$ cat src/rtl/dds_clkdiv_axil_regs.sv
// AXI4-Lite register bank for the DDS sampling clock divider: CTRL, CLK_DIV,
// a sample-enable counter and a constant ID word.
module dds_clkdiv_axil_regs #(
  parameter int          ADDR_W     = 4,
  parameter logic [31:0] CLKDIV_RST = 32'd4,
  parameter logic [31:0] IP_ID      = 32'hDD5C_0001
) (
  input  logic              clk,
  input  logic              a_rst_n,
  input  logic [ADDR_W-1:0] s_axil_awaddr,
  input  logic              s_axil_awvalid,
  output logic              s_axil_awready,
  input  logic [31:0]       s_axil_wdata,
  input  logic [3:0]        s_axil_wstrb,
  input  logic              s_axil_wvalid,
  output logic              s_axil_wready,
  output logic [1:0]        s_axil_bresp,
  output logic              s_axil_bvalid,
  input  logic              s_axil_bready,
  input  logic [ADDR_W-1:0] s_axil_araddr,
  input  logic              s_axil_arvalid,
  output logic              s_axil_arready,
  output logic [31:0]       s_axil_rdata,
  output logic [1:0]        s_axil_rresp,
  output logic              s_axil_rvalid,
  input  logic              s_axil_rready,
  input  logic              i_sample_en,
  output logic [31:0]       o_ckdivider_clk_div_reg,
  output logic [31:0]       o_ckdivider_ctrl_reg
);

  localparam logic [1:0] REG_CTRL    = 2'd0;
  localparam logic [1:0] REG_CLK_DIV = 2'd1;
  localparam logic [1:0] REG_CNT     = 2'd2;
  localparam logic [1:0] REG_ID      = 2'd3;

  logic        aw_held_q, aw_held_d;
  logic [1:0]  aw_sel_q, aw_sel_d;
  logic        w_held_q, w_held_d;
  logic [31:0] wdata_q, wdata_d;
  logic [3:0]  wstrb_q, wstrb_d;
  logic        awready_q, awready_d;
  logic        wready_q, wready_d;
  logic        bvalid_q, bvalid_d;
  logic        arready_q, arready_d;
  logic        rvalid_q, rvalid_d;
  logic [31:0] rdata_q, rdata_d;
  logic        start_q, start_d;
  logic        rst_pulse_q, rst_pulse_d;
  logic [31:0] clk_div_q, clk_div_d;
  logic [31:0] sample_cnt_q, sample_cnt_d;

  logic        aw_hs_s, w_hs_s, ar_hs_s, wr_commit_s;
  logic [31:0] clk_div_merged_s;
  logic        unused_ok;

  function automatic logic [31:0] apply_strb(input logic [31:0] old_v,
                                             input logic [31:0] new_v,
                                             input logic [3:0]  strb);
    logic [31:0] res;
    for (int b = 0; b < 4; b++) begin
      res[8*b +: 8] = strb[b] ? new_v[8*b +: 8] : old_v[8*b +: 8];
    end
    return res;
  endfunction

  function automatic logic [31:0] read_mux(input logic [1:0]  sel,
                                           input logic        start,
                                           input logic [31:0] clk_div,
                                           input logic [31:0] cnt);
    logic [31:0] res;
    case (sel)
      REG_CTRL:    res = {30'd0, start, 1'b0};
      REG_CLK_DIV: res = clk_div;
      REG_CNT:     res = cnt;
      REG_ID:      res = IP_ID;
      default:     res = 32'd0;
    endcase
    return res;
  endfunction

  assign aw_hs_s          = s_axil_awvalid & awready_q;
  assign w_hs_s           = s_axil_wvalid & wready_q;
  assign ar_hs_s          = s_axil_arvalid & arready_q;
  assign wr_commit_s      = aw_held_q & w_held_q & ~bvalid_q;
  assign clk_div_merged_s = apply_strb(clk_div_q, wdata_q, wstrb_q);
  assign unused_ok        = &{1'b0, s_axil_awaddr, s_axil_araddr};

  // Next-state logic for both AXI channels and the divider-facing registers
  always_comb begin
    aw_held_d    = aw_held_q;
    aw_sel_d     = aw_sel_q;
    w_held_d     = w_held_q;
    wdata_d      = wdata_q;
    wstrb_d      = wstrb_q;
    bvalid_d     = bvalid_q;
    rvalid_d     = rvalid_q;
    rdata_d      = rdata_q;
    start_d      = start_q;
    rst_pulse_d  = 1'b0;
    clk_div_d    = clk_div_q;
    sample_cnt_d = sample_cnt_q;

    if (aw_hs_s) begin
      aw_held_d = 1'b1;
      aw_sel_d  = s_axil_awaddr[3:2];
    end else begin
      aw_sel_d  = aw_sel_q;
    end

    if (w_hs_s) begin
      w_held_d = 1'b1;
      wdata_d  = s_axil_wdata;
      wstrb_d  = s_axil_wstrb;
    end else begin
      wdata_d  = wdata_q;
    end

    if (wr_commit_s) begin
      aw_held_d = 1'b0;
      w_held_d  = 1'b0;
      bvalid_d  = 1'b1;
      case (aw_sel_q)
        REG_CTRL: begin
          if (wstrb_q[0]) begin
            rst_pulse_d = wdata_q[0];
            start_d     = wdata_q[1];
          end else begin
            start_d     = start_q;
          end
        end
        REG_CLK_DIV: clk_div_d = (clk_div_merged_s == 32'd0) ? 32'd1 : clk_div_merged_s;
        default: clk_div_d = clk_div_q;
      endcase
    end else if (bvalid_q && s_axil_bready) begin
      bvalid_d = 1'b0;
    end else begin
      bvalid_d = bvalid_q;
    end

    // The RST pulse clear takes priority over a coincident sample strobe
    if (rst_pulse_q) begin
      sample_cnt_d = 32'd0;
    end else if (i_sample_en) begin
      sample_cnt_d = sample_cnt_q + 32'd1;
    end else begin
      sample_cnt_d = sample_cnt_q;
    end

    if (ar_hs_s) begin
      rvalid_d = 1'b1;
      rdata_d  = read_mux(s_axil_araddr[3:2], start_q, clk_div_q, sample_cnt_q);
    end else if (rvalid_q && s_axil_rready) begin
      rvalid_d = 1'b0;
    end else begin
      rvalid_d = rvalid_q;
    end

    awready_d = ~aw_held_d & ~bvalid_d;
    wready_d  = ~w_held_d & ~bvalid_d;
    arready_d = ~rvalid_d;
  end

  // State registers; async reset returns every output to its idle value
  always_ff @(posedge clk or negedge a_rst_n) begin
    if (!a_rst_n) begin
      aw_held_q    <= 1'b0;
      aw_sel_q     <= 2'd0;
      w_held_q     <= 1'b0;
      wdata_q      <= 32'd0;
      wstrb_q      <= 4'd0;
      awready_q    <= 1'b0;
      wready_q     <= 1'b0;
      bvalid_q     <= 1'b0;
      arready_q    <= 1'b0;
      rvalid_q     <= 1'b0;
      rdata_q      <= 32'd0;
      start_q      <= 1'b0;
      rst_pulse_q  <= 1'b0;
      clk_div_q    <= CLKDIV_RST;
      sample_cnt_q <= 32'd0;
    end else begin
      aw_held_q    <= aw_held_d;
      aw_sel_q     <= aw_sel_d;
      w_held_q     <= w_held_d;
      wdata_q      <= wdata_d;
      wstrb_q      <= wstrb_d;
      awready_q    <= awready_d;
      wready_q     <= wready_d;
      bvalid_q     <= bvalid_d;
      arready_q    <= arready_d;
      rvalid_q     <= rvalid_d;
      rdata_q      <= rdata_d;
      start_q      <= start_d;
      rst_pulse_q  <= rst_pulse_d;
      clk_div_q    <= clk_div_d;
      sample_cnt_q <= sample_cnt_d;
    end
  end

  assign s_axil_awready          = awready_q;
  assign s_axil_wready           = wready_q;
  assign s_axil_bvalid           = bvalid_q;
  assign s_axil_bresp            = 2'b00;
  assign s_axil_arready          = arready_q;
  assign s_axil_rvalid           = rvalid_q;
  assign s_axil_rdata            = rdata_q;
  assign s_axil_rresp            = 2'b00;
  assign o_ckdivider_clk_div_reg = clk_div_q;
  assign o_ckdivider_ctrl_reg    = {30'd0, start_q, rst_pulse_q};

endmodule

$ cat config.mk
export PLATFORM = sky130hd
export DESIGN_NAME = dds_clkdiv_axil_regs
export DESIGN_NICKNAME = d
export VERILOG_FILES = /design/src/rtl/dds_clkdiv_axil_regs.sv
export SDC_FILE = /design/constraint.sdc
export NUM_CORES = 1
export LEC_CHECK = 0
export BUFFER_PORTS_ARGS = -buffer_cell sky130_fd_sc_hd__buf_2
export CAP_MARGIN = 20
export CORE_MARGIN = 1
export CORE_UTILIZATION = 55
export CTS_CLUSTER_SIZE = 10
export DETAILED_ROUTE_END_ITERATION = 8
export PLACE_DENSITY = 0.82
export SETUP_SLACK_MARGIN = 0.15
export SYNTH_ARGS = -nofsm -noshare
export SYNTH_HDL_FRONTEND = slang
export SYNTH_SLANG_ARGS = --single-unit
$ cat constraint.sdc
create_clock -name clk -period 5.14 [get_ports clk]
set_clock_uncertainty 0.05 [all_clocks]
set_input_delay 0.257 -clock clk [delete_from_list [all_inputs] [get_ports clk]]
set_output_delay 0.257 -clock clk [all_outputs]
set_load 0.01 [all_outputs]
==> results.sh <==
export IMPL_fin_hold_ws_ns=0.0226
export IMPL_setup_viol=0
export IMPL_synth_area_per_cell_um2=11.2
export IMPL_layout_drive_gt1_share_pct=32.9
export IMPL_root_buffer="sky130_fd_sc_hd__clkbuf_16"
export IMPL_synth_top_cells_by_count="sky130_fd_sc_hd__dfrtp_1, sky130_fd_sc_hd__mux2_2, sky130_fd_sc_hd__nor2_1, sky130_fd_sc_hd__nand2_1, sky130_fd_sc_hd__buf_4"
export IMPL_area_sequential_mm2=0.00358
export IMPL_clock_sink_count=143
export IMPL_holdCritPathClass="input pin to flip-flop"
export IMPL_grt_start_max_net_pins=97
export IMPL_worstPathArrival_ns=2.54
export IMPL_core_mm2=0.0115
export IMPL_tightestPinTransition_ns=0.859
export IMPL_multiInputGateArea_mm2=0.00268
export IMPL_netlist_area_mm2=0.00653
export IMPL_clk_transition_reported_paths_ns=0.06
export IMPL_overall_die_area_mm2=0.0123
export IMPL_crit_fanout=14
export IMPL_yosysTopAreaCellShare_pct=54.4
export IMPL_clk_path_buf_depth=2
export IMPL_run_status="finished, violations left"
export IMPL_slew_violations=0
export IMPL_synth_edff_count=0
export IMPL_totalNegativeSetupSlack_ns=0
export IMPL_grt_first_pass_wirelength_um=24900
export IMPL_relSlewSlack_pct=42.7
export IMPL_startpoint_type="flip-flop"
export IMPL_dpl_cell_area_mm2=0.00709
export IMPL_yosysUniqueCellTypes=42
export IMPL_cts_buffers_inserted=17
export IMPL_first_global_vias=4847
export IMPL_fmaxAchievable_mhz=433
export IMPL_dpl_hpwl_um=10500
export IMPL_die_x_um=111
export IMPL_end_kind="flip-flop"
export IMPL_vias=4951
export IMPL_timing_final_ws_setup_ns=2.83
export IMPL_pre_antenna_drt_iters=8
export IMPL_tritoncts="built"
export IMPL_synthesis_instances=584
export IMPL_vias_per_cell=5.81
export IMPL_netlist_top_cells_area="sky130_fd_sc_hd__dfrtp_1, sky130_fd_sc_hd__mux2_2, sky130_fd_sc_hd__buf_4"
export IMPL_max_cap_violations=0
export IMPL_hold_fails_final_rpt=0
export IMPL_placement_setup_worst_slack_ns=2.81
export IMPL_dominantRegCellSynth="sky130_fd_sc_hd__dfrtp_1"
export IMPL_fp_dieH_um=111
export IMPL_ys_seq_elements=143
export IMPL_async_flop_share_pct=100
export IMPL_synth_most_common_cell="sky130_fd_sc_hd__dfrtp_1"
export IMPL_total_power_per_unit_cell_area_mw_per_mm2=550
export IMPL_grt_antenna_before_repair=0
export IMPL_port_buffers=118
export IMPL_grt_overflow=0
export IMPL_yosysSeqAreaShare_pct=54.8
export IMPL_fillCellCount=808
export IMPL_finalPower_mw=4.26
export IMPL_crit_required_ns=5.38
export IMPL_vdd_ir_drop_max_mv=0.377
export IMPL_cts_htree_levels=4
export IMPL_remaining_drc_errors=14
export IMPL_final_cell_area_mm2=0.00775
export IMPL_placement_rows=39
export IMPL_grt_total_usage_pct=26.1
export IMPL_final_min_period_over_clock_period_pct=44.9
export IMPL_area_growth_pct=18.6
export IMPL_netlist_top_cell_by_area="sky130_fd_sc_hd__dfrtp_1"
export IMPL_nNetsFinal=750
export IMPL_reg2reg_setup_slack_ns=2.83
export IMPL_timing_final_crit_period_ns=2.31
export IMPL_floorplan_initialDensity_pct=56.7
export IMPL_postRouteAntennaNets=0
export IMPL_route_detailed_wl_per_inst_um=17.9
export IMPL_initialDrtViolationCount=363
export IMPL_clk_latency_ns=0.41
export IMPL_floorplan_io_pins=157
export IMPL_yosysWarningCount=0
export IMPL_setup_worst_path_class="flip-flop to flip-flop"
export IMPL_rsz0062_at_grt="false"
export IMPL_static_leakage_power_nw=3.71
export IMPL_place_gp_congestion=0.840
export IMPL_violations="DRC"
export IMPL_detail_route_wirelength_um=15300
export IMPL_diodes=0
## stage by stage
step	instances	util, %
6_report	852	67.3
5_1_grt	852	67.3
4_1_cts	852	67.3
3_5_place_dp	819	61.6
3_3_place_gp	819	61.6
2_1_floorplan	617	-
## worst max-delay path, cell delays in order, from the launching register on
cell,delay (ns)
sky130_fd_sc_hd__dfrtp_1,0.48
sky130_fd_sc_hd__ha_1,0.27
sky130_fd_sc_hd__o21a_1,0.17
sky130_fd_sc_hd__nand4_1,0.47
sky130_fd_sc_hd__nor4_1,0.53
sky130_fd_sc_hd__xnor2_1,0.16
sky130_fd_sc_hd__nor2_1,0.05
## worst paths after layout
check,depth (start not counted),endpoint,from
setup / recovery,6,sample_cnt_q[30]$_DFFE_PN0P_,sample_cnt_q[0]$_DFFE_PN0P_
hold / removal,2,wdata_q[20]$_DFFE_PN0P_,s_axil_wdata[20]
setup reg to reg,6,sample_cnt_q[30]$_DFFE_PN0P_,sample_cnt_q[0]$_DFFE_PN0P_
hold reg to reg,2,s_axil_rdata[24]$_DFFE_PN0P_,s_axil_rdata[24]$_DFFE_PN0P_
max in group asynchronous,3,sample_cnt_q[15]$_DFFE_PN0P_,a_rst_n
min in group asynchronous,2,s_axil_rdata[9]$_DFFE_PN0P_,a_rst_n
## cell type report
type                       instances  area share [%]
clock inverter                    12            2.47
timing repair buffer             126            8.54
clock buffer                      19            5.72
inverter                           4           0.194
sequential                       143            46.2
multi-input combinational        405            34.6
tap                              143            2.31
## power by group
| part | internal, mW | leakage (nW) | total, mW | switching (mW) |
|---|---|---|---|---|
| registers | 1.50 | 1.82 | 1.90 | 0.406 |
| clock network | 0.866 | 0.312 | 1.31 | 0.443 |
| logic | 0.526 | 1.58 | 1.05 | 0.522 |
## what timing repair did
action	CTS	global route
resized for setup	0	0
hold buffers	2	0
setup buffers	0	0
endpoints found under the hold margin	95	0
## routing by layer
metal / global-route usage (%) / part of all wire [%]
met1: 34.1 / 42
met3: 6.62 / 6.2
met5: 0 / 0
met2: 41.7 / 49
met4: 10.9 / 2.6
## layout by cell type, fill, tap and decap left out, types with 6 or more instances in the layout
master and n:
sky130_fd_sc_hd__or3_1 6, sky130_fd_sc_hd__o21ai_0 27, sky130_fd_sc_hd__dfrtp_1 142, sky130_fd_sc_hd__nand3_1 8, sky130_fd_sc_hd__buf_4 6, sky130_fd_sc_hd__a22oi_1 21, sky130_fd_sc_hd__and3_1 7, sky130_fd_sc_hd__nand2_1 51
sky130_fd_sc_hd__nor2_1 52, sky130_fd_sc_hd__buf_2 117, sky130_fd_sc_hd__clkbuf_16 17, sky130_fd_sc_hd__xnor2_1 12, sky130_fd_sc_hd__xor2_1 13, sky130_fd_sc_hd__mux2i_1 7, sky130_fd_sc_hd__a21oi_1 24, sky130_fd_sc_hd__o31ai_1 12
sky130_fd_sc_hd__nand4_1 13, sky130_fd_sc_hd__or4_1 7, sky130_fd_sc_hd__nor3_1 10, sky130_fd_sc_hd__conb_1 34, sky130_fd_sc_hd__mux2_2 70
## cells by family (layout without fill, tap and decap cells)
group	after synthesis	after routing	synth area share, %
muxes	77	77	13.1
other	1	34	0.0574
xor gates and xnor gates	25	25	3.35
DFF	143	143	54.8
adders and majority gates	1	1	0.191
AOI/OAI and AO/OA	92	92	8.58
buffers and inverters	69	161	6.13
and+or+nand+nor	176	176	13.8
No activity file was read; power rests on OpenSTA's default activity.
